$ cat src/rtl/seg_pkg.sv
// Shared constants and types for the multiplexed 7-segment scanner:
// segment bit order, hex glyph table and scan state encoding.
package seg_pkg;

  localparam int SEG_A = 0;
  localparam int SEG_B = 1;
  localparam int SEG_C = 2;
  localparam int SEG_D = 3;
  localparam int SEG_E = 4;
  localparam int SEG_F = 5;
  localparam int SEG_G = 6;
  localparam int SEG_W = SEG_G + 1;

  // Active-high glyphs, bit SEG_G down to SEG_A; entry 15 first.
  localparam logic [15:0][SEG_W-1:0] HEX_PAT = {
    7'h71, 7'h79, 7'h5E, 7'h39, 7'h7C, 7'h77, 7'h6F, 7'h7F,
    7'h07, 7'h7D, 7'h6D, 7'h66, 7'h4F, 7'h5B, 7'h06, 7'h3F
  };

  typedef enum logic {
    ST_BLANK = 1'b0,
    ST_SHOW  = 1'b1
  } scan_state_t;

endpackage

$ cat src/rtl/seg_hex_decode.sv
// Nibble to active-high 7-segment glyph; pin polarity is applied by the parent.
module seg_hex_decode
  import seg_pkg::*;
(
  input  logic [3:0]       nibble,
  output logic [SEG_W-1:0] pattern
);

  assign pattern = HEX_PAT[nibble];

endmodule

$ cat src/rtl/seg_scan_ctrl.sv
// Multiplexed 7-segment scan controller with frame-synchronous updates.
// Optional leading-zero blanking is built when SEG_LZB_EN is defined.
//
// state    | meaning
// ST_BLANK | dead time at slot start, all digit enables and segments off
// ST_SHOW  | current digit enabled, segments/dp show its nibble
module seg_scan_ctrl
  import seg_pkg::*;
#(
  parameter int DIGITS          = 4,
  parameter int PRESCALE        = 4096,
  parameter int BLANK_CYCLES    = 64,
  parameter bit SEG_ACTIVE_LOW  = 1'b1,
  parameter bit DIG_ACTIVE_HIGH = 1'b1
) (
  input  logic                  CLK,
  input  logic                  RST_N,
  input  logic [4*DIGITS-1:0]   upd_data_i,
  input  logic [DIGITS-1:0]     upd_dots_i,
  input  logic [DIGITS-1:0]     upd_blank_i,
  input  logic                  upd_valid_i,
  output logic                  upd_ready_o,
  output logic [SEG_W-1:0]      seg_o,
  output logic                  dp_o,
  output logic [DIGITS-1:0]     dig_o,
  output logic                  frame_o
);

  localparam int IDX_W = (DIGITS > 1) ? $clog2(DIGITS) : 1;
  localparam int CNT_W = $clog2(PRESCALE);
  localparam logic [IDX_W-1:0] IDX_TOP    = IDX_W'(DIGITS - 1);
  localparam logic [CNT_W-1:0] CNT_LAST   = CNT_W'(PRESCALE - 1);
  localparam logic [CNT_W-1:0] BLANK_LAST = CNT_W'(BLANK_CYCLES - 1);
  localparam scan_state_t SLOT_ENTRY = (BLANK_CYCLES > 0) ? ST_BLANK : ST_SHOW;
  localparam logic [SEG_W-1:0]  SEG_OFF = SEG_ACTIVE_LOW ? '1 : '0;
  localparam logic              DP_OFF  = SEG_ACTIVE_LOW;
  localparam logic [DIGITS-1:0] DIG_OFF = DIG_ACTIVE_HIGH ? '0 : '1;

  logic [4*DIGITS-1:0] shadow_data, disp_data, data_cur;
  logic [DIGITS-1:0]   shadow_dots, disp_dots, dots_cur;
  logic [DIGITS-1:0]   shadow_blank, disp_blank, blank_cur;
  logic                pending;
  logic [CNT_W-1:0]    cnt;
  logic [IDX_W-1:0]    idx;
  scan_state_t         state;

  logic                frame_start, commit;
  logic [3:0]          cur_nib;
  logic                cur_dot, cur_blank, lz_dark, dark;
  logic [SEG_W-1:0]    hex_pat;
  logic [DIGITS-1:0]   dig_onehot;

  assign frame_start = (cnt == '0) && (idx == IDX_TOP);
  assign commit      = frame_start && pending;
  assign upd_ready_o = !pending;

  // Look through the commit so a zero-dead-time build never shows stale data
  // in the first cycle of a new frame.
  assign data_cur  = commit ? shadow_data  : disp_data;
  assign dots_cur  = commit ? shadow_dots  : disp_dots;
  assign blank_cur = commit ? shadow_blank : disp_blank;

  always_comb begin
    cur_nib   = 4'h0;
    cur_dot   = 1'b0;
    cur_blank = 1'b0;
    for (int k = 0; k < DIGITS; k++) begin
      if (IDX_W'(k) == idx) begin
        cur_nib   = data_cur[4*k +: 4];
        cur_dot   = dots_cur[k];
        cur_blank = blank_cur[k];
      end
    end
  end

`ifdef SEG_LZB_EN
  logic zero_run;
  always_comb begin
    zero_run = 1'b1;
    lz_dark  = 1'b0;
    for (int k = DIGITS - 1; k >= 0; k--) begin
      zero_run = zero_run && (data_cur[4*k +: 4] == 4'h0);
      if (IDX_W'(k) == idx) lz_dark = zero_run && (k != 0);
    end
  end
`else
  assign lz_dark = 1'b0;
`endif

  assign dark       = cur_blank || lz_dark;
  assign dig_onehot = DIGITS'(1) << idx;

  seg_hex_decode u_hex_decode (
    .nibble  (cur_nib),
    .pattern (hex_pat)
  );

  always_ff @(posedge CLK or negedge RST_N) begin
    if (!RST_N) begin
      shadow_data  <= '0;
      shadow_dots  <= '0;
      shadow_blank <= '0;
      disp_data    <= '0;
      disp_dots    <= '0;
      disp_blank   <= '0;
      pending      <= 1'b0;
      cnt          <= '0;
      idx          <= IDX_TOP;
      state        <= SLOT_ENTRY;
      frame_o      <= 1'b0;
      dig_o        <= DIG_OFF;
      seg_o        <= SEG_OFF;
      dp_o         <= DP_OFF;
    end else begin
      if (upd_valid_i && !pending) begin
        shadow_data  <= upd_data_i;
        shadow_dots  <= upd_dots_i;
        shadow_blank <= upd_blank_i;
        pending      <= 1'b1;
      end else if (commit) begin
        disp_data  <= shadow_data;
        disp_dots  <= shadow_dots;
        disp_blank <= shadow_blank;
        pending    <= 1'b0;
      end

      frame_o <= frame_start;

      if (cnt == CNT_LAST) begin
        cnt   <= '0;
        idx   <= (idx == '0) ? IDX_TOP : idx - 1'b1;
        state <= SLOT_ENTRY;
      end else begin
        cnt <= cnt + 1'b1;
        if (state == ST_BLANK && cnt == BLANK_LAST) state <= ST_SHOW;
      end

      if (state == ST_SHOW) begin
        dig_o <= DIG_ACTIVE_HIGH ? dig_onehot : ~dig_onehot;
        seg_o <= dark ? SEG_OFF : (SEG_ACTIVE_LOW ? ~hex_pat : hex_pat);
        dp_o  <= (cur_dot && !cur_blank) ? ~DP_OFF : DP_OFF;
      end else begin
        dig_o <= DIG_OFF;
        seg_o <= SEG_OFF;
        dp_o  <= DP_OFF;
      end
    end
  end

endmodule

$ cat config.mk
export PLATFORM = sky130hd
export DESIGN_NAME = seg_scan_ctrl
export DESIGN_NICKNAME = d
export VERILOG_FILES = /design/src/rtl/seg_pkg.sv /design/src/rtl/seg_hex_decode.sv /design/src/rtl/seg_scan_ctrl.sv
export SDC_FILE = /design/constraint.sdc
export NUM_CORES = 1
export LEC_CHECK = 0
export CAP_MARGIN = 20
export CORE_ASPECT_RATIO = 1.1
export CORE_MARGIN = 1
export CORE_UTILIZATION = 60
export CTS_BUF_LIST = sky130_fd_sc_hd__clkbuf_16
export DETAILED_ROUTE_END_ITERATION = 8
export GPL_TIMING_DRIVEN = 0
export HOLD_SLACK_MARGIN = 0.02
export PLACE_DENSITY = 0.85
export SLEW_MARGIN = 0
export SYNTH_ARGS = -nofsm -noshare
export SYNTH_HDL_FRONTEND = slang
export SYNTH_SLANG_ARGS = --single-unit
export TNS_END_PERCENT = 20
$ cat constraint.sdc
create_clock -name CLK -period 7.4 [get_ports CLK]
set_input_delay 0.74 -clock CLK [delete_from_list [all_inputs] [get_ports CLK]]
set_output_delay 0.74 -clock CLK [all_outputs]
set_load 0.005 [all_outputs]
Yosys cells after proc, flatten, opt, wreduce, memory -nomap -nowiden
Memory sizes are Yosys's and may differ from the RTL's. Cells that the tools add are included. W data, S select, Z words.

Memories: 1. Bits of input ports: 27. Bits in read-only memories: 112. Flip-flop bits (word level): 77. Word-level logic and storage cells: 65.

Memories: (name not given) (depth 16, bits a word 7, read ports 1, clocked after Yosys merged registers in 0, write ports 0, RTL line seg_hex_decode.sv:9) `assign pattern = HEX_PAT[nibble];`.

Add/subtract/negate cells: 2. $lt $le $gt $ge: 1. Reduce and logical (&&, ||, !) cells: 11. Bitwise logic cells: 2. Shift-type cells: 1. Eq/ne operators: 6. Muxes and demuxes: 27.

Operators by type and width (number): $mux W4 (7); $mux W7 (3); $mux W16 (1); $mux W1 (14); $add A12 B1 Y12 const B (1); $eq A12 B12 Y1 const B (1); $eq A12 B6 Y1 const B (1); $logic_not A12 Y1 (1); $mux W12 (1); $not A7 Y7 (1); $logic_and A1 B1 Y1 (5); $lt A4 B5 Y1 const B (1); $eq A2 B2 Y1 const A (2); $reduce_bool A2 Y1 (2); $shl A1 B2 Y4 const A (1); $eq A1 B2 Y1 const A (1); $eq A2 B2 Y1 const B (1); $logic_not A1 Y1 (2); $logic_not A2 Y1 (1); $mux W2 (1); $sub A2 B1 Y2 const B (1); $not A1 Y1 (1).

Depth between registers and ports, before layout
Gate-level depths: netlist of run 1.

Depth after elaboration: 13. Depth in mapped cells: 16.

By module
From an unflattened synthesis of run 1, not the netlist that was laid out.

Cells, all modules: 263. Area, all modules: 3538.4 um^2.

Modules (own cells, without submodules): seg_scan_ctrl (cells each 230, area each 3248.1 um^2, times used 1); seg_hex_decode (cells each 33, area each 290.3 um^2, times used 1).

Least setup slack after synthesis of run 1
OpenSTA, ideal clock, no wires.

Kind: register to register. Start point: register idx[0]. End point: register seg_o[0]. Data required time: 7.310 ns. Setup time: 0.090 ns. Arrival time: 3.285 ns. Cell stages (with the launch flop): 14. Setup slack: 4.025 ns. Cells stage by stage: dfstp_2 ha_1 or4bb_1 or4_4 buf_6 mux2_4 a2111oi_2 a221o_2 inv_1 ha_1 inv_1 a221oi_1 a31oi_1 nand4_1.

Cells in the longest elaborated chain, start to end: 13.

Ends and longest elaborated chain: start, declared (RTL line seg_scan_ctrl.sv:44) `logic [IDX_W-1:0] idx;`; start signal, assigned (RTL line seg_scan_ctrl.sv:131) `idx <= (idx == '0) ? IDX_TOP : idx - 1'b1;`; $eq A2 B2 Y1 (RTL line seg_scan_ctrl.sv:53, seg_scan_ctrl.sv:68); $logic_and A1 B1 Y1 (RTL line seg_scan_ctrl.sv:53) `assign frame_start = (cnt == '0) && (idx == IDX_TOP);`; $logic_and A1 B1 Y1 (RTL line seg_scan_ctrl.sv:54) `assign commit = frame_start && pending;`; $mux W16; $mux W4 (4 in series) (RTL line seg_scan_ctrl.sv:68) `if (IDX_W'(k) == idx) begin`; $mem_v2 Z16 W7; $mux W7 (not written as such) (RTL line seg_hex_decode.sv:9); $not A7 Y7 (RTL line seg_scan_ctrl.sv:140) `seg_o <= dark ? SEG_OFF : (SEG_ACTIVE_LOW ? ~hex_pat : hex_pat);`; $mux W7 * (RTL line seg_scan_ctrl.sv:140); $mux W7 * (RTL line seg_scan_ctrl.sv:138) `if (state == ST_SHOW) begin`; end signal, assigned (RTL line seg_scan_ctrl.sv:140); end, declared (RTL line seg_scan_ctrl.sv:23) `output logic [SEG_W-1:0] seg_o,`.

Every way passes the cells marked *; elsewhere a longest branch is shown, timed or not. The select of a mux whose other input is x is not followed. A chain may end at the register's enable or synchronous reset.

Worst setup path after layout of run 1
Ends and elaborated chain as after synthesis.

==> impl_metrics.json, run 1 <==
{
  "power_frac_clock_pct": 46.3,
  "hpwlAfterDp_um": 5050,
  "pin_count": 41,
  "fin_crit_sh_pct": 54.4,
  "slew_headroom_pct": 47.4,
  "rsz0062_at_grt": "false",
  "p_switching_uw": 186,
  "synth.area.top_cells": "dfrtp_1 48%, mux2_2 8.7%, dfstp_2 7.5%",
  "cap_violations": 0,
  "cts.clk_slew.worst_paths_ns": 0.06,
  "area_delta_synth_final_pct": 22.9,
  "antenna_cells": 0,
  "ant_nets": 0,
  "peakVddDrop_v": 0.000154,
  "yosysTopAreaCell": "dfrtp_1",
  "end_kind": "flip-flop",
  "ys.flop_type": "dfrtp_1",
  "synth_top_family_by_area": "simple AND/OR/NAND/NOR gates",
  "grt_max_degree": 51,
  "critPathMaxFanout": 10,
  "cts_resized": 0,
  "status": "complete, no violations",
  "synth-compound-area-share_pct": 6.72,
  "finalPower_uw": 903,
  "drtPass1Iterations": 4,
  "num_rows": 28,
  "cts_buffer_depth": 2,
  "htree_num_levels": 3,
  "finalNonFillerCells": 433,
  "internal-power_uw": 717,
  "critPathArrivalTime_ns": 4.29,
  "nets": 392,
  "skew_ns": 0.00795,
  "worst_ep_required_time_ns": 7.67,
  "post_dp_cell_area_mm2": 0.00402,
  "crit_path_start_kind": "flip-flop",
  "grtUsageTotal_pct": 27.3,
  "dp.cells": 417,
  "gr-total-overflow": 0,
  "die_h_um": 82.1,
  "ctsRootBufferMaster": "clkbuf_16",
  "yosysSeqAreaShare_pct": 55.4,
  "ff2ff_setup_slack_ns": 3.38,
  "numCtsBuffers": 9,
  "finalMaxSlewViolations": 0,
  "cts_sinks": 77,
  "start_util_pct": 63.6,
  "synth_top_area_share_pct": 47.9,
  "coreArea_mm2": 0.00550,
  "grt_pass1_vias": 2559,
  "vias_per_cell": 5.70,
  "yosys.area_share.simple_pct": 14.7,
  "ys_ff_latch": 77,
  "hold_buffers": 0,
  "synth_area_mm2": 0.00350,
  "tns_ns": 0,
  "drtIter0Drc": 145,
  "dieArea_mm2": 0.00614,
  "port_buffers": 40,
  "leakage_uw": 0.00212,
  "fin_area_mm2": 0.00430,
  "power_frac_comb_pct": 4.2,
  "drt-total-wl_um": 7320,
  "setup_slack_ns": 3.38,
  "die_w_um": 74.8,
  "place.gp.congestion": 0.808,
  "finalSetupViolCount": 0,
  "ys_types": 47,
  "grt_pass1_wl_um": 12100,
  "syn_inst": 301,
  "synth_mux_area_share_pct": 12.7,
  "insertion_delay_ns": 0.33,
  "via_count": 2467,
  "avgSynthCellArea_um2": 11.6,
  "seqPwrFrac_pct": 49.4,
  "tightest_slew_ns": 0.782,
  "drc": 0,
  "synth_edf_count": 0,
  "hp-class": "in -> async",
  "cts_setup_buffers": 0,
  "fmax_mhz": 249,
  "period_needed_ns": 4.02,
  "drive_gt1_share_pct": 19.3,
  "synth_fa_ha_area_share_pct": 4.29,
  "synthXorXnorAreaFrac_pct": 2.25,
  "synth.net_count": 340,
  "avgRoutedWirePerCell_um": 16.9,
  "finalHoldViolCount": 0,
  "powerDensity_mw_per_mm2": 210,
  "critPathKind": "reg -> reg",
  "cts_tree": "done",
  "fillers": 349,
  "synth.yosys.warnings": 0,
  "async_flop_share_pct": 100,
  "dp_slack_ns": 3.55,
  "p_sw_share_pct": 20.5,
  "antenna_found_initial": 0
}
==> synthesized netlist by cell type, types with 3 or more instances <==
cell	number
a21oi_1	7
a221oi_1	4
and2_1	6
and3_1	7
buf_6	3
clkbuf_1	8
dfrtp_1	67
dfstp_2	10
ha_1	12
inv_1	17
mux2_2	27
mux2i_1	11
nand2_1	43
nand3_1	10
nor2_1	14
nor2b_1	7
o221ai_1	3
xnor2_1	3
xor2_1	6
==> power groups by stage <==
stage,clock network (µW),logic (µW),registers (µW)
floorplan,0,13.7,450
CTS,421,39.3,446
global route,439,42.1,448
global placement,0,35.8,452
detailed placement,0,39.0,453
finish,418,38.3,446
==> placed cells by master (no fill, tap or decap), drive strengths merged, types with 8 or more instances in the layout <==
cell and instances:
dfrtp 67, nand2 43, clkdlybuf4s50 39, mux2 29, inv 19, clkbuf 18
nor2 14, ha 12, mux2i 11, nand3 10, dfstp 10, and2 8
==> worst paths after layout <==
| path | from | to | depth (start not counted) |
|---|---|---|---|
| max | idx[0] | seg_o[0] | 14 |
| min | RST_N | shadow_data[12] | 1 |
| max reg2reg | idx[0] | seg_o[0] | 14 |
| min reg2reg | disp_data[10] | disp_data[10] | 2 |
| max in group asynchronous | RST_N | idx[0] | 2 |
| min in group CLK | disp_data[10] | disp_data[10] | 2 |
==> cell type report <==
type                            count  area, µm²  share of cell area [%]
Clock inverter                      7       58.8                    1.37
Buffer                             13       73.8                    1.72
Sequential cell                    77       1940                    45.1
Timing Repair Buffer               41        425                    9.88
Clock buffer                        9        225                    5.23
Multi-Input combinational cell    194       1420                    33.1
Tap cell                           75       93.8                    2.18
Inverter                           17       63.8                    1.48
==> routing by layer <==
metal	GRT usage [%]	vias up	wire (µm)
met2	47.1	72	3930
met4	13.0	0	138
met3	5.10	14	339
li1	-	1132	-
met1	32.9	1249	2910
met5	0	-	0
==> worst max-delay path, cell delays in order (launching register included) <==
cell and delay, ns:
dfstp_2 0.56, ha_1 0.19, or4bb_1 0.48, or4_4 0.51
buf_6 0.16, buf_6 0.15, buf_2 0.19, nand2_1 0.11
a21oi_1 0.08, o21ai_0 0.52, ha_1 0.34, inv_1 0.10
a221oi_1 0.35, a31oi_1 0.08, nand4_1 0.12
==> flip-flops by register name (all words and copies together) (netlist names) <==
signal and cells:
disp_data 16, shadow_data 16, cnt 12, seg_o 7, dig_o 4, disp_blank 4, disp_dots 4, shadow_blank 4
shadow_dots 4, idx 2, dp_o 1, frame_o 1, pending 1, state 1
==> logic make-up after synthesis <==
family / Yosys count
AO/OA/AOI/OAI: 31
XOR/XNOR: 9
adder cells (fa/ha/maj): 12
buffers and inverters: 30
flip-flops: 77
multiplexers: 40
AND/OR/NAND/NOR: 102
==> metrics by stage <==
stage,hold slack (ns),utilization [%]
final,0.321,78.3
after global routing,0.352,78.3
after CTS,0.330,78.3
after detailed placement,0.450,73.1
after global placement,0.444,72.6
after floorplan,0.427,-
(Power assumes the default switching activity.)
==> run 2, diff against run 1 <==
--- a/config.mk
+++ b/config.mk
@@ -8,12 +8,12 @@
 export CAP_MARGIN = 20
 export CORE_ASPECT_RATIO = 1.1
 export CORE_MARGIN = 1
-export CORE_UTILIZATION = 60
+export CORE_UTILIZATION = 55
 export CTS_BUF_LIST = sky130_fd_sc_hd__clkbuf_16
 export DETAILED_ROUTE_END_ITERATION = 8
 export GPL_TIMING_DRIVEN = 0
 export HOLD_SLACK_MARGIN = 0.02
-export PLACE_DENSITY = 0.85
+export PLACE_DENSITY = 0.79
 export SLEW_MARGIN = 0
 export SYNTH_ARGS = -nofsm -noshare
 export SYNTH_HDL_FRONTEND = slang
==> constraint.sdc (replaced) <==
create_clock -name CLK -period 3.95 [get_ports CLK]
set_input_delay 0.395 -clock CLK [delete_from_list [all_inputs] [get_ports CLK]]
set_output_delay 0.395 -clock CLK [all_outputs]
set_load 0.005 [all_outputs]
==> run 2 against run 1 <==
- maximum frequency grew 6.7%
- flip-flop and latch count is the same
- non-clock buffer count grew 3
- clock power grew 86%
- setup slack lost 3.2 ns
- first-iteration DRC count shrank 50%
- die area grew 8.9%
==> impl_metrics.json, run 2 (synthesized netlist as in run 1, its figures left out) <==
{
  "cts_tree": "done",
  "skew_ns": 0.00532,
  "via_count": 2408,
  "leakage_uw": 0.00212,
  "coreArea_mm2": 0.00616,
  "hp-class": "in -> async",
  "finalSetupViolCount": 0,
  "cts_buffer_depth": 2,
  "critPathArrivalTime_ns": 4.01,
  "end_kind": "flip-flop",
  "drtPass1Iterations": 4,
  "r2r_end": "seg_o[0]",
  "routed-wl-met3_um": 231,
  "drc": 0,
  "status": "complete, no violations",
  "grt_pass1_vias": 2531,
  "vias_per_cell": 5.47,
  "area_delta_synth_final_pct": 23.8,
  "ff2ff_setup_slack_ns": 0.18,
  "cts_sinks": 77,
  "layout_common_cells": "67 x dfrtp_1, 43 x nand2_1, 39 x clkdlybuf4s50_1, 27 x mux2_2, 17 x inv_1",
  "hold_buffers": 0,
  "wl_met2_um": 3450,
  "slew_headroom_pct": 46.7,
  "drt-total-wl_um": 6700,
  "cts.clk_slew.worst_paths_ns": 0.06,
  "grtUsageTotal_pct": 22.6,
  "insertion_delay_ns": 0.33,
  "fin_area_mm2": 0.00433,
  "dp.cells": 422,
  "ctsRootBufferMaster": "clkbuf_16",
  "reg2reg_from": "idx[0]",
  "finalHoldViolCount": 0,
  "htree_num_levels": 3,
  "slowest_stage": "dfstp_2",
  "setup_slack_ns": 0.180,
  "nets": 395,
  "reg_top3": "disp_data x16, shadow_data x16, cnt x12",
  "crit_path_start_kind": "flip-flop",
  "finalNonFillerCells": 440,
  "antenna_cells": 0,
  "slowest_delay_ns": 0.56,
  "avgRoutedWirePerCell_um": 15.2,
  "critPathKind": "reg -> reg",
  "reg2regPathDepth": 13,
  "hpwlAfterDp_um": 4640,
  "critPathMaxFanout": 8,
  "fillers": 438,
  "drive_gt1_share_pct": 20.0,
  "die_h_um": 85.7,
  "num_rows": 30,
  "numCtsBuffers": 9,
  "port_buffers": 40,
  "pin_count": 41,
  "rsz0062_at_grt": "false",
  "dp_slack_ns": 0.152,
  "fmax_mhz": 265,
  "grt_max_degree": 40,
  "powerDensity_mw_per_mm2": 388,
  "drtIter0Drc": 72,
  "place.gp.congestion": 0.821,
  "die_w_um": 78.1,
  "worst_ep_required_time_ns": 4.19,
  "fin_crit_sh_pct": 95.4,
  "period_needed_ns": 3.77,
  "peakVddDrop_v": 0.000309,
  "tightest_slew_ns": 0.794,
  "highest_layer": "met4",
  "antenna_found_initial": 0,
  "grt_pass1_wl_um": 11500,
  "dieArea_mm2": 0.00669,
  "wl_met1_um": 2880,
  "final_common_cell": "dfrtp_1",
  "start_util_pct": 56.9,
  "cap_violations": 0,
  "gr-total-overflow": 0,
  "path_cells": "ha_1, or4bb_1, or4_4, buf_6, mux2_4, a2111oi_4, a221o_2, inv_1, ha_1, inv_1, a221oi_1, a31oi_1, nand4_1",
  "finalMaxSlewViolations": 0,
  "post_dp_cell_area_mm2": 0.00402,
  "fin_hold_ws_ns": 0.0184,
  "ant_nets": 0,
  "tns_ns": 0
}
run 2: what timing repair did:
item                                    in CTS  in global routing
setup buffers                                0                  3
gates resized for setup                      0                  2
endpoints found under the setup margin       0                  5
run 2: cell type report:
class / instances / area (µm²) / area share, %
flip-flops and latches: 77 / 1940 / 44.7
multi-input cells: 194 / 1440 / 33.1
repair buffers: 44 / 440 / 10.2
clock buffers: 9 / 225 / 5.20
well taps: 80 / 100 / 2.31
plain buffers: 13 / 73.8 / 1.70
inverters: 17 / 63.8 / 1.47
clock inverters: 6 / 55.1 / 1.27
run 2: worst max path at each step:
stage	from	end	cells after the start
after floorplan	idx[0]	seg_o[0]	13
after global placement	RST_N	cnt[1]	1
after detailed placement	idx[0]	seg_o[4]	13
after CTS	idx[0]	seg_o[4]	13
after global routing	idx[0]	seg_o[0]	13
final	idx[0]	seg_o[0]	13
run 2: report_power, final:
part | internal, µW | switching [µW]
registers | 818 | 17.7
logic | 45.2 | 24.7
clock network | 478 | 299
total | 1340 | 342
run 2: stage by stage:
step / utilization [%] / total power [µW]
finish: 70.4 / 1680
CTS: 69.8 / 1700
global route: 70.4 / 1740
global placement: 65.0 / 915
detailed placement: 65.3 / 921
floorplan: - / 868
run 2: metal layers:
layer / vias to the layer above / track usage [%]
met3: 14 / 3.40
met5: - / 0
li1: 1142 / -
met2: 51 / 39.6
met4: 0 / 11.1
met1: 1201 / 27.2
run 2: critical path, delay by kind of cell (launching register included):
kind | cells | cell delay (ns)
and+or+nand+nor | 3 | 1.11
DFF | 1 | 0.56
adders and majority gates | 2 | 0.43
AOI/OAI and AO/OA | 4 | 0.89
buffers and inverters | 3 | 0.37
muxes | 1 | 0.32
==> run 3, diff against run 2 <==
--- a/config.mk
+++ b/config.mk
@@ -14,6 +14,7 @@
 export GPL_TIMING_DRIVEN = 0
 export HOLD_SLACK_MARGIN = 0.02
 export PLACE_DENSITY = 0.79
+export SETUP_SLACK_MARGIN = 0.4
 export SLEW_MARGIN = 0
 export SYNTH_ARGS = -nofsm -noshare
 export SYNTH_HDL_FRONTEND = slang
==> run 3 against run 2 <==
- via count is 0.33% higher
- die area unchanged
- clock skew is 0.00058 ns lower
- clock-buffer cell count unchanged
- critical endpoint is now seg_o[3]
==> impl_metrics.json, run 3 (synthesized netlist as in run 1, its figures left out) <==
{
  "place.gp.congestion": 0.821,
  "reg_top3": "disp_data x16, shadow_data x16, cnt x12",
  "end_kind": "flip-flop",
  "dieArea_mm2": 0.00669,
  "dp_slack_ns": 0.152,
  "pin_count": 41,
  "critPathKind": "reg -> reg",
  "cap_violations": 0,
  "nets": 397,
  "final_common_cell": "dfrtp_1",
  "grt_pass1_wl_um": 11600,
  "critPathTopFamily": "simple AND/OR/NAND/NOR gates",
  "tightest_slew_ns": 0.621,
  "numCtsBuffers": 9,
  "critPathMaxFanout": 8,
  "ff2ff_setup_slack_ns": 0.35,
  "drtPass1Iterations": 4,
  "avgRoutedWirePerCell_um": 15.5,
  "hold_buffers": 0,
  "period_needed_ns": 3.60,
  "drive_gt1_share_pct": 21.8,
  "p_sw_share_pct": 20.2,
  "crit_path_start_kind": "flip-flop",
  "path_cells": "ha_2, or4bb_4, or4_4, buf_6, mux2_4, a2111oi_4, a221o_2, buf_6, ha_1, inv_1, a21oi_1, a21oi_1, o221ai_2",
  "fmax_mhz": 278,
  "layout_common_cells": "67 x dfrtp_1, 43 x nand2_1, 39 x clkdlybuf4s50_1, 27 x mux2_2, 16 x inv_1",
  "seqPwrFrac_pct": 49.7,
  "skew_ns": 0.00473,
  "reg2reg_from": "idx[0]",
  "finalPower_uw": 1680,
  "grtUsageTotal_pct": 22.7,
  "peakVddDrop_v": 0.000307,
  "cts_tree": "done",
  "via_count": 2416,
  "die_w_um": 78.1,
  "slew_headroom_pct": 58.6,
  "r2r_end": "seg_o[3]",
  "cts.clk_slew.worst_paths_ns": 0.06,
  "finalHoldViolCount": 0,
  "grt_pass1_vias": 2537,
  "finalSetupViolCount": 0,
  "crit_buf_inv": 3,
  "power_frac_clock_pct": 46.1,
  "htree_num_levels": 3,
  "vias_per_cell": 5.47,
  "ant_nets": 0,
  "fin_crit_sh_pct": 91.2,
  "setup_slack_ns": 0.349,
  "fin_util_pct": 71.2,
  "gr-total-overflow": 0,
  "internal-power_uw": 1340,
  "insertion_delay_ns": 0.33,
  "drtIter0Drc": 85,
  "status": "complete, no violations",
  "grt_max_degree": 40,
  "num_rows": 30,
  "power_frac_comb_pct": 4.2,
  "powerDensity_mw_per_mm2": 384,
  "coreArea_mm2": 0.00616,
  "p_switching_uw": 341,
  "antenna_cells": 0,
  "rsz0062_at_grt": "true",
  "slowest_delay_ns": 0.56,
  "antenna_found_initial": 0,
  "cts_sinks": 77,
  "start_util_pct": 56.9,
  "die_h_um": 85.7,
  "slowest_stage": "dfstp_2",
  "reg2regPathDepth": 13,
  "cts_buffer_depth": 2,
  "fillers": 436,
  "hp-class": "in -> async",
  "leakage_uw": 0.00213,
  "finalMaxSlewViolations": 0,
  "ctsRootBufferMaster": "clkbuf_16",
  "drt-total-wl_um": 6840,
  "hpwlAfterDp_um": 4640,
  "drc": 0,
  "worst_ep_required_time_ns": 4.20,
  "area_delta_synth_final_pct": 25.2,
  "port_buffers": 40,
  "critPathArrivalTime_ns": 3.85
}
run 3: cell type report:
type | instances | area [µm²] | area share [%]
Clock buffer | 9 | 225 | 5.14
Inverter | 17 | 63.8 | 1.46
Tap cell | 80 | 100 | 2.28
Timing Repair Buffer | 46 | 459 | 10.5
Clock inverter | 6 | 55.1 | 1.26
Multi-Input combinational cell | 194 | 1470 | 33.5
Sequential cell | 77 | 1940 | 44.2
Buffer | 13 | 73.8 | 1.68
run 3: through the flow:
step / cell area (µm²) / setup TNS, ns / cells / hold slack, ns
floorplan: 3500 / 0 / 301 / 0.0994
global placement: 4000 / -6.73 / 421 / 0.441
detailed placement: 4020 / 0 / 422 / 0.395
CTS: 4330 / 0 / 438 / 0.0428
global route: 4380 / 0 / 442 / 0.0640
finish: 4380 / 0 / 442 / 0.0214
run 3: layer usage:
layer | track usage (%) | up-vias | share of wire [%]
met1 | 27.1 | 1199 | 42
met2 | 39.6 | 58 | 52
met5 | 0 | - | 0
li1 | - | 1146 | -
met4 | 11.8 | 0 | 1.9
met3 | 3.51 | 13 | 3.8
run 3: how the worst max path moves through the flow:
stage | start | to | slack, ns | cells past startpoint
2_1_floorplan | idx[0] | seg_o[0] | 0.57 | 13
4_1_cts | idx[0] | seg_o[0] | 0.34 | 13
3_3_place_gp | RST_N | cnt[1] | -0.10 | 1
5_1_grt | idx[0] | seg_o[0] | 0.24 | 13
6_report | idx[0] | seg_o[3] | 0.35 | 13
3_5_place_dp | idx[0] | seg_o[4] | 0.15 | 13
run 3: power groups by stage:
stage | combinational, µW | sequential, µW | clock (µW)
6_report | 69.9 | 836 | 776
5_1_grt | 78.2 | 839 | 820
4_1_cts | 72.1 | 836 | 787
3_5_place_dp | 72.1 | 849 | 0
3_3_place_gp | 67.2 | 848 | 0
2_1_floorplan | 25.6 | 842 | 0
run 3: worst register-to-register path: cells and delay by family (launching register included):
family | cells | cell delay [ns]
and+or+nand+nor | 2 | 1.01
AOI/OAI and AO/OA | 5 | 0.94
DFF | 1 | 0.56
buffers and inverters | 3 | 0.35
muxes | 1 | 0.33
adders and majority gates | 2 | 0.32
run 3: timing repair:
item | CTS | global route
pin swaps | 0 | 2
buffers inserted | 1 | 4
endpoints found under the setup margin | 6 | 7
resized for setup | 5 | 5
